[src/rtl/snvs_lp_zmk_ctrl_pkg.sv]
// ---------------------------------------------------------------------------
// snvs_lp_zmk_ctrl_pkg
// Shared SNVS low-power ZMK parameters: default key geometry and the
// controller state encoding. Imported by the ZMK controller.
// ---------------------------------------------------------------------------
package snvs_lp_zmk_ctrl_pkg;

    // Default key geometry: eight 32-bit words make up the 256-bit ZMK.
    localparam int ZMK_WORDS_DEF  = 8;
    localparam int DATA_WIDTH_DEF = 32;

    // Controller states. ZERO clears the datapath, ZCHK verifies it reads zero.
    typedef enum logic [1:0] {
        ST_IDLE    = 2'd0,
        ST_HW_LOAD = 2'd1,
        ST_ZERO    = 2'd2,
        ST_ZCHK    = 2'd3
    } zmk_state_e;

endpackage

[src/rtl/snvs_lp_zmk_ctrl.sv]
// ---------------------------------------------------------------------------
// snvs_lp_zmk_ctrl
// Write/zeroize controller for the SNVS low-power Zero-Master-Key register.
// Accepts software word writes or a hardware key load over a valid/ready
// handshake, performs zeroize with a zero-readback check, and keeps a sticky
// software write lock.
//
// Ports
//   ipg_clk         clock
//   zmk_reset_b     asynchronous active-low reset
//   sw_wr/sw_addr/sw_wdata   software word write
//   lock_set        sets the sticky write lock
//   zeroize_req     security-violation zeroize request
//   hw_load_start   starts a hardware key load
//   key_vld/key_data/key_rdy key-source handshake
//   lpzmk_reg       readback from the ZMK datapath
//   write_lpzmk     one-hot word write enables (registered)
//   lp_wdata        datapath write data (registered)
//   zmk_soft_reset  datapath clear pulse (registered)
//   zmk_valid       every word written since the last clear
//   zmk_locked      lock status
//   busy            FSM not in IDLE
//   zeroize_err     sticky, zero-verify failed
//   sw_wr_err       one-cycle pulse, software write rejected
// ---------------------------------------------------------------------------
module snvs_lp_zmk_ctrl
    import snvs_lp_zmk_ctrl_pkg::*;
#(
    parameter int ZMK_WORDS  = ZMK_WORDS_DEF,
    parameter int DATA_WIDTH = DATA_WIDTH_DEF
) (
    input  logic                            ipg_clk,
    input  logic                            zmk_reset_b,
    input  logic                            sw_wr,
    input  logic [$clog2(ZMK_WORDS)-1:0]    sw_addr,
    input  logic [DATA_WIDTH-1:0]           sw_wdata,
    input  logic                            lock_set,
    input  logic                            zeroize_req,
    input  logic                            hw_load_start,
    input  logic                            key_vld,
    input  logic [DATA_WIDTH-1:0]           key_data,
    output logic                            key_rdy,
    input  logic [ZMK_WORDS*DATA_WIDTH-1:0] lpzmk_reg,
    output logic [ZMK_WORDS-1:0]            write_lpzmk,
    output logic [DATA_WIDTH-1:0]           lp_wdata,
    output logic                            zmk_soft_reset,
    output logic                            zmk_valid,
    output logic                            zmk_locked,
    output logic                            busy,
    output logic                            zeroize_err,
    output logic                            sw_wr_err
);

    localparam int             AW        = $clog2(ZMK_WORDS);
    localparam logic [AW-1:0]  LAST_WORD = AW'(ZMK_WORDS - 1);

    zmk_state_e             state;
    zmk_state_e             state_nxt;
    logic [AW-1:0]          word_cnt;
    logic [ZMK_WORDS-1:0]   written_mask;
    logic                   locked;

    logic                   hw_start_ok;
    logic                   key_take;
    logic                   sw_accept;
    logic [ZMK_WORDS-1:0]   write_nxt;
    logic [DATA_WIDTH-1:0]  wdata_nxt;
    logic                   soft_reset_nxt;
    logic                   sw_err_nxt;

    // State register.
    always_ff @(posedge ipg_clk or negedge zmk_reset_b) begin
        if (!zmk_reset_b) begin
            state <= ST_IDLE;
        end else begin
            state <= state_nxt;
        end
    end

    // Next-state logic. Zeroize outranks everything in IDLE and aborts a
    // load; ZERO and ZCHK always run to completion, so a request held high
    // simply starts a fresh zeroize once IDLE is reached again.
    always_comb begin
        state_nxt = state;
        unique case (state)
            ST_IDLE: begin
                if (zeroize_req) begin
                    state_nxt = ST_ZERO;
                end else if (hw_start_ok) begin
                    state_nxt = ST_HW_LOAD;
                end
            end
            ST_HW_LOAD: begin
                if (zeroize_req) begin
                    state_nxt = ST_ZERO;
                end else if (key_take && (word_cnt == LAST_WORD)) begin
                    state_nxt = ST_IDLE;
                end
            end
            ST_ZERO: state_nxt = ST_ZCHK;
            ST_ZCHK: state_nxt = ST_IDLE;
            default: state_nxt = ST_IDLE;
        endcase
    end

    // Output decode. The values computed here are registered below, so a
    // write decided in one cycle reaches the datapath in the next. A key word
    // presented in the same cycle as a zeroize abort is dropped, and the
    // soft reset is raised only for the cycle the FSM actually sits in ZERO,
    // which keeps it apart from any write enable.
    always_comb begin
        hw_start_ok    = hw_load_start && !locked;
        key_take       = (state == ST_HW_LOAD) && key_vld && !zeroize_req;
        sw_accept      = (state == ST_IDLE) && sw_wr && !locked &&
                         !zeroize_req && !hw_start_ok;
        write_nxt      = '0;
        wdata_nxt      = '0;
        if (sw_accept) begin
            write_nxt = ZMK_WORDS'(1) << sw_addr;
            wdata_nxt = sw_wdata;
        end else if (key_take) begin
            write_nxt = ZMK_WORDS'(1) << word_cnt;
            wdata_nxt = key_data;
        end
        soft_reset_nxt = (state_nxt == ST_ZERO);
        sw_err_nxt     = sw_wr && !sw_accept;
    end

    // Registered datapath outputs.
    always_ff @(posedge ipg_clk or negedge zmk_reset_b) begin
        if (!zmk_reset_b) begin
            write_lpzmk    <= '0;
            lp_wdata       <= '0;
            zmk_soft_reset <= 1'b0;
            sw_wr_err      <= 1'b0;
        end else begin
            write_lpzmk    <= write_nxt;
            lp_wdata       <= wdata_nxt;
            zmk_soft_reset <= soft_reset_nxt;
            sw_wr_err      <= sw_err_nxt;
        end
    end

    // Key word counter, written mask, sticky lock and sticky zeroize error.
    // The counter idles at zero so every load starts from word 0; an abort
    // clears it on the spot. The lock survives zeroize and only reset clears it.
    always_ff @(posedge ipg_clk or negedge zmk_reset_b) begin
        if (!zmk_reset_b) begin
            word_cnt     <= '0;
            written_mask <= '0;
            locked       <= 1'b0;
            zeroize_err  <= 1'b0;
        end else begin
            if (key_take) begin
                word_cnt <= word_cnt + AW'(1);
            end else if ((state != ST_HW_LOAD) || zeroize_req) begin
                word_cnt <= '0;
            end

            if (state == ST_ZERO) begin
                written_mask <= '0;
            end else begin
                written_mask <= written_mask | write_nxt;
            end

            if (lock_set) begin
                locked <= 1'b1;
            end

            if ((state == ST_ZCHK) && (|lpzmk_reg)) begin
                zeroize_err <= 1'b1;
            end
        end
    end

    assign key_rdy    = (state == ST_HW_LOAD);
    assign busy       = (state != ST_IDLE);
    assign zmk_valid  = &written_mask;
    assign zmk_locked = locked;

endmodule

[config.mk]
export PLATFORM = sky130hd
export DESIGN_NAME = snvs_lp_zmk_ctrl
export DESIGN_NICKNAME = d
export VERILOG_FILES = /design/src/rtl/snvs_lp_zmk_ctrl_pkg.sv /design/src/rtl/snvs_lp_zmk_ctrl.sv
export SDC_FILE = /design/constraint.sdc
export NUM_CORES = 1
export LEC_CHECK = 0
export ABC_CLOCK_PERIOD_IN_PS = 4300
export CAP_MARGIN = 0
export CORE_AREA = 2 2 148 150
export CTS_CLUSTER_SIZE = 14
export DETAILED_ROUTE_END_ITERATION = 10
export DIE_AREA = 0 0 150 152
export SKIP_CTS_REPAIR_TIMING = 1
export SYNTH_ARGS = -nofsm -noshare
export SYNTH_HDL_FRONTEND = slang
export SYNTH_SLANG_ARGS = --single-unit
[constraint.sdc]
create_clock -name ipg_clk -period 4.3 [get_ports ipg_clk]
set_clock_uncertainty 0.1 [all_clocks]
set_input_delay 0.86 -clock ipg_clk [delete_from_list [all_inputs] [get_ports ipg_clk]]
set_output_delay 0.86 -clock ipg_clk [all_outputs]
set_load 0.005 [all_outputs]
Word-level counts from Yosys, hierarchy flattened:

Index checks and enable logic that the tools add are counted.
W data, S select, Z words.

* add/subtract/negate cells: 1
* equal/unequal tests: 6
* shifts and indexed selects: 2
* multiplexer cells: 12
* bitwise operators: 1
* reductions and logical operators: 20

Operators by type and width (count)
* $reduce_or A256 Y1: 1
* $mux W32: 2
* $mux W8: 3
* $shl A1 B3 Y8 const A: 2
* $logic_and A1 B1 Y1: 10
* $mux W2: 4
* $or A8 B8 Y8: 1
* $pmux W2 S4: 1
* $reduce_and A8 Y1: 1
* $eq A2 B2 Y1 const B: 3
* $mux W3: 2
* $logic_not A1 Y1: 4
* $reduce_bool A2 Y1: 2
* $add A3 B1 Y3 const B: 1
* $eq A3 B3 Y1 const B: 1
* $eq A2 B1 Y1 const B: 1
* $logic_not A2 Y1: 1
* $ne A2 B1 Y1 const B: 1
* $logic_or A1 B1 Y1: 1

* flip-flop bits (word level): 57
* bits of input ports: 330

Logic depth before layout (Yosys ltp):

Gate-level depths: netlist of the first run.

* depth in word-level cells: 8
* mapped depth: 6
* depth with buffers taken out: 5

Worst setup path after synthesis of the first run:

No wires, ideal clock.

* path type: in2reg
* start point: in lpzmk_reg[128]
* end point: reg zeroize_err
* setup time: 0.120 ns
* arrival: 1.833 ns
* setup slack: 2.247 ns
* stages on the path: 5
* path buffers: 0
* cells stage by stage: nor4_1 -> nand4_1 -> nor4_1 -> nand4_1 -> a31o_2

* longest elaborated chain between the ends: 2

RTL lines
* from (decl): line snvs_lp_zmk_ctrl.sv:43 `input logic [ZMK_WORDS*DATA_WIDTH-1:0] lpzmk_reg,`
* $reduce_or A256 Y1: line snvs_lp_zmk_ctrl.sv:170 `if ((state == ST_ZCHK) && (|lpzmk_reg)) begin`
* $logic_and A1 B1 Y1: line snvs_lp_zmk_ctrl.sv:170
* to (signal assigned): line snvs_lp_zmk_ctrl.sv:152 `zeroize_err <= 1'b0;`
* to (signal assigned): line snvs_lp_zmk_ctrl.sv:171 `zeroize_err <= 1'b1;`
* to (decl): line snvs_lp_zmk_ctrl.sv:50 `output logic zeroize_err,`

No other way between the ends.
A chain may end at the register's enable or synchronous reset.

Worst setup path after layout of the first run:

* start point: in lpzmk_reg[215]
* end point: reg zeroize_err

Same word-level chain as after synthesis.

==> results_dict.tcl, run 1 <==
set metrics [dict create \
    route.detailed.drc 0 \
    fmax_ghz 0.364 \
    async_reset_ff_share_pct 100 \
    port_buffers 376 \
    ctsHtreeMaxLevel 3 \
    drt_pre_antenna_iters 6 \
    timing.critical_path.from_type "primary input" \
    design.core.area_um2 21400 \
    via_count_of_the_first_global_routing_pass 4037 \
    post_drt_via_cell_ratio 4.02 \
    dp_hpwl_mm 12.8 \
    max_slew.worst_pin.slew_ns 0.855 \
    avgSynthCellArea_um2 11.3 \
    design_area_um2 7130 \
    placed_area_um2 6830 \
    chipHeight_um 152 \
    worst_hold_check_slack_ns 0.376 \
    insertion_delay_ns 0.32 \
    cts_buffers 9 \
    final.setup.tns_ns 0 \
    worstReg2RegStart "state[1]$_DFF_PN0_" \
    grt_pass1_wl_mm 21.8 \
    yosysWarnings 0 \
    groute.usage.overall_pct 12.5 \
    hold_start "zeroize_err$_DFFE_PN0P_" \
    wl_per_cell_um 16.2 \
    clk_root_buffer_cell "clkbuf_16" \
    synth_cell_type_count 35 \
    min_path_type "reg -> reg" \
    synth_ff_type "dfrtp_1" \
    num-nets-final 961 \
    power_density_nw_per_um2 256 \
    setup_slack_ns 1.55 \
    floorplan.die_area_um2 22800 \
    slew_headroom_pct 43.0 \
    fillers 2233 \
    worstReg2RegEnd "written_mask[6]$_DFF_PN0_" \
    drt_antenna_net_count 0 \
    top_level_ports 377 \
    final-max-slew-violation-count 0 \
    clock_sink_count 57 \
    finalSetupViolations 0 \
    pin_count_of_the_biggest_net_entering_global_routing 39 \
    pre_cts_slack_ns 1.01 \
    critPathCaptureType "flip-flop" \
    run_status "complete, no violations" \
    area_growth_syn_to_layout_pct 158 \
    power_leakage_nw 2.73 \
    rsz0062_at_grt "no" \
    antenna_violations_before_repair 0 \
    timing.critical_path.fanout_max 1 \
    number_of_stages_on_the_worst_hold_path 1 \
    synth_sequential_area_ratio_pct 51.6 \
    slowest_stage "nor4_1" \
    layout_common_cells "375 x clkdlybuf4s50_1, 68 x nor4_1, 57 x dfrtp_1" \
    dieWidth_um 150 \
    globalplace.congestion 0.849 \
    cts.reportedPaths.clkPinSlew_ns 0.05 \
    max-vdd-ir-drop_mv 0.156 \
    start_util_pct 12.9 \
    gr-total-overflow 0 \
    rows 54 \
    detailroute.via_count 3664 \
    layout-drive-gt1-share_pct 4.61 \
    hold_violations 0 \
    p_total_mw 1.83 \
    criticalPathCategory "in -> reg" \
    sequential_cell_area_in_the_final_layout_um2 1430 \
    crit_path_max_incr_delay_ns 0.50 \
    synth_edf_count 0 \
    multiInputGateArea_um2 1250 \
    clock_tree_from_tritoncts "done" \
    netlist_instances 245 \
    layout.cells.most_common "clkdlybuf4s50_1" \
    netlist_area_um2 2760 \
    rrSetupSlack_ns 2.11 \
    final-instance-count-excl-fill 911 \
    placed_cells 894 \
    min_delay_worst_endpoint "zeroize_err$_DFFE_PN0P_" \
    ys_seq_elements 57 \
    cp_cell_sequence "clkdlybuf4s50_1 > nor4_1 > nand4_1 > nor4_1 > nand4_1 > a31o_2" \
    cts-root-to-sink-buffers 2 \
    initialDrtViolationCount 121 \
    postSynthNetCount 581 \
    maxCapViolations 0 \
    wp_data_required_ns 4.41 \
    finish.utilization_pct 33.4 \
    crit_arrival_ns 2.86 \
    final.min_clock_period_ns 2.75 \
    route.final.wire_length_mm 14.7 \
    min_period_over_period_pct 63.9 \
    worst_r2r_path_depth 6 \
]
worst max-delay path by stage:
stage                   startpoint                       to  slack [ns]  cells past startpoint
finish              lpzmk_reg[215]  zeroize_err$_DFFE_PN0P_        1.55                      6
global placement    lpzmk_reg[227]  zeroize_err$_DFFE_PN0P_        1.04                      6
global route        lpzmk_reg[227]  zeroize_err$_DFFE_PN0P_        1.39                      6
floorplan           lpzmk_reg[128]  zeroize_err$_DFFE_PN0P_        2.25                      5
CTS                 lpzmk_reg[227]  zeroize_err$_DFFE_PN0P_        1.35                      6
detailed placement  lpzmk_reg[227]  zeroize_err$_DFFE_PN0P_        1.01                      6
registers in the layout, indices dropped and copies added (netlist names):
signal / count
lp_wdata: 32
write_lpzmk: 8
written_mask: 8
word_cnt: 3
state: 2
sw_wr_err: 1
zeroize_err: 1
zmk_locked: 1
zmk_soft_reset: 1
area by class of cell:
cell class                 instances  area share, %
antenna                            2         0.0702
clock buffer                      12           3.60
clock inverter                     3          0.561
inverter                           5          0.263
multi-input combinational        173           17.6
sequential                        57           20.0
tap                              280           4.91
timing repair buffer             379           53.0
synth_stat cells (3+ instances only):
cell type / n / area (um^2)
a22o_1: 33 / 289
buf_2: 3 / 15.0
buf_4: 4 / 30.0
dfrtp_1: 57 / 1430
ha_1: 6 / 75.1
inv_1: 4 / 15.0
nand2_1: 3 / 11.3
nand4_1: 20 / 125
nor2_1: 7 / 26.3
nor2b_1: 4 / 25.0
nor4_1: 68 / 425
o21a_1: 8 / 60.1
per-layer routing:
layer | routed length [um] | up-vias | part of all wire, % | GRT usage, %
li1 | - | 1776 | - | -
met1 | 5560 | 1669 | 38 | 14.0
met2 | 7810 | 200 | 53 | 23.2
met3 | 1030 | 19 | 7.0 | 2.61
met4 | 329 | 0 | 2.2 | 4.04
met5 | 0 | - | 0 | 0
cells by family (layout without fill, tap and decap cells):
kind of cell | count (synthesis) | in the layout | share of synthesized area [%]
xor gates and xnor gates | 1 | 1 | 0.317
buffers and inverters | 15 | 399 | 2.99
muxes | 1 | 1 | 0.362
and+or+nand+nor | 113 | 113 | 26.2
DFF | 57 | 57 | 51.6
other | 0 | 2 | 0
AOI/OAI and AO/OA | 52 | 52 | 15.8
adders and majority gates | 6 | 6 | 2.72
power by group:
group | leakage, nW | internal [mW] | switching (mW)
registers | 0.775 | 0.576 | 0.0344
clock network | 0.148 | 0.474 | 0.228
logic | 1.81 | 0.365 | 0.150
worst max-delay path: cells and delay by family:
kind | cells | cell delay, ns
AO/OA/AOI/OAI | 1 | 0.27
buffers and inverters | 1 | 0.39
AND/OR/NAND/NOR | 4 | 1.33
No activity file was read; power rests on OpenSTA's default activity.
==> run 2, diff against run 1 <==
- ABC_CLOCK_PERIOD_IN_PS: 4300 -> 2500
- CORE_AREA: 2 2 148 150 -> 2 2 145 147
- DIE_AREA: 0 0 150 152 -> 0 0 147 149
- clock period: 4.3 -> 2.5 ns (I/O delays scaled with it)
==> results_dict.tcl, run 2 (synthesized netlist as in run 1, its figures left out) <==
set metrics [dict create \
    insertion_delay_ns 0.33 \
    route.detailed.drc 0 \
    timing.critical_path.fanout_max 1 \
    p_total_mw 3.21 \
    initialDrtViolationCount 108 \
    rows 53 \
    timing.critical_path.from_type "primary input" \
    cts.reportedPaths.clkPinSlew_ns 0.05 \
    worst_hold_check_slack_ns 0.0608 \
    cp_cell_sequence "clkdlybuf4s50_1 > nor4_1 > nand4_1 > nor4_1 > buf_4 > nand4_1 > a31o_2" \
    final-instance-count-excl-fill 917 \
    max_slew.worst_pin.slew_ns 0.481 \
    min_period_over_period_pct 89.4 \
    post_drt_via_cell_ratio 4.09 \
    timing.critical_path.buf_inv 2 \
    criticalPathCategory "in -> reg" \
    layout_common_cells "375 x clkdlybuf4s50_1, 68 x nor4_1, 57 x dfrtp_1" \
    power_density_nw_per_um2 444 \
    drt_antenna_net_count 0 \
    rsz0062_at_grt "no" \
    dieWidth_um 147 \
    run_status "complete, no violations" \
    globalplace.congestion 0.888 \
    maxCapViolations 0 \
    clock_tree_from_tritoncts "done" \
    max-vdd-ir-drop_mv 0.234 \
    rrSetupSlack_ns 0.51 \
    clock_sink_count 57 \
    groute.usage.overall_pct 15.2 \
    setup_slack_ns 0.264 \
    slowest_stage "clkdlybuf4s50_1" \
    timing.critical_path.max_delay_family "simple AND/OR/NAND/NOR gates" \
    top_register "lp_wdata" \
    wl_per_cell_um 18.2 \
    area_growth_syn_to_layout_pct 162 \
    min_path_type "in -> async" \
    via_count_of_the_first_global_routing_pass 4126 \
    final-max-slew-violation-count 0 \
    ctsHtreeMaxLevel 3 \
    detailroute.via_count 3753 \
    gr-total-overflow 0 \
    grt_pass1_wl_mm 24.6 \
    dp_hpwl_mm 14.7 \
    largest_registers "lp_wdata x32, write_lpzmk x8, written_mask x8" \
    final.min_clock_period_ns 2.24 \
    hold_violations 0 \
    critPathCaptureType "flip-flop" \
    drt_pre_antenna_iters 4 \
    layout.cells.most_common "clkdlybuf4s50_1" \
    fmax_ghz 0.447 \
    port_buffers 376 \
    top_level_ports 377 \
    layout-drive-gt1-share_pct 6.41 \
    finalSetupViolations 0 \
    antenna_violations_before_repair 0 \
    design.core.area_um2 20600 \
    cts-root-to-sink-buffers 2 \
    slew_headroom_pct 67.6 \
    num-nets-final 972 \
    placed_cells 900 \
    power_leakage_nw 2.79 \
    cts_buffers 9 \
    floorplan.die_area_um2 21900 \
    chipHeight_um 149 \
    crit_arrival_ns 2.35 \
    crit_path_max_incr_delay_ns 0.40 \
    pre_cts_slack_ns -0.167 \
    start_util_pct 13.4 \
    clk_root_buffer_cell "clkbuf_16" \
    max_reg_flops 32 \
    pin_count_of_the_biggest_net_entering_global_routing 34 \
    wp_data_required_ns 2.62 \
    route.final.wire_length_mm 16.7 \
]
run 2: worst reg2reg max path, stage by stage (launching register included):
cell	delay, ns
dfrtp_1	0.47
or2_4	0.31
nor4bb_4	0.45
buf_4	0.39
a22o_1	0.22
run 2: cell type report:
cell class,instances,area (um^2)
clock buffers,11,253
clock inverters,4,52.6
repair buffers,390,3880
well taps,275,344
multi-input cells,173,1250
fillers,2102,13300
diodes,2,5.00
flip-flops and latches,57,1430
inverters,5,18.8
run 2: power breakdown:
group          internal [mW]  switching, mW
registers              0.991         0.0519
logic                  0.641          0.284
clock network          0.818          0.428
total                   2.45          0.764
run 2: stage by stage:
step                area, um^2  utilization [%]  setup TNS [ns]
finish                    7230             35.2               0
detailed placement        6920             33.7          -0.167
global placement          6920             33.7          -0.246
floorplan                 2760                -               0
global route              7230             35.1               0
CTS                       7230             35.1               0
run 2: layer usage:
layer	global-route usage, %	vias to the layer above	share of wire, %	wire length [um]
met5	0	-	0	0
li1	-	1796	-	-
met3	5.17	20	9.1	1520
met1	19.9	1703	45	7560
met4	4.52	0	1.9	320
met2	23.7	234	44	7320
run 2: path summary, 6_finish.rpt:
check                                     startpoint                         to  cells after the start
setup / recovery                      lpzmk_reg[220]    zeroize_err$_DFFE_PN0P_                      7
hold / removal                           zmk_reset_b      lp_wdata[1]$_DFF_PN0_                      2
setup reg to reg                  state[1]$_DFF_PN0_     lp_wdata[17]$_DFF_PN0_                      4
hold reg to reg            written_mask[6]$_DFF_PN0_  written_mask[6]$_DFF_PN0_                      1
max in group asynchronous                zmk_reset_b   zmk_soft_reset$_DFF_PN0_                      2
min in group ipg_clk       written_mask[6]$_DFF_PN0_  written_mask[6]$_DFF_PN0_                      1
==> run 3, diff against run 2 <==
- SKIP_CTS_REPAIR_TIMING: 1 -> default
==> results of run 3 <==
Same layout as run 2: the final DEF is identical, and so are final timing and power.
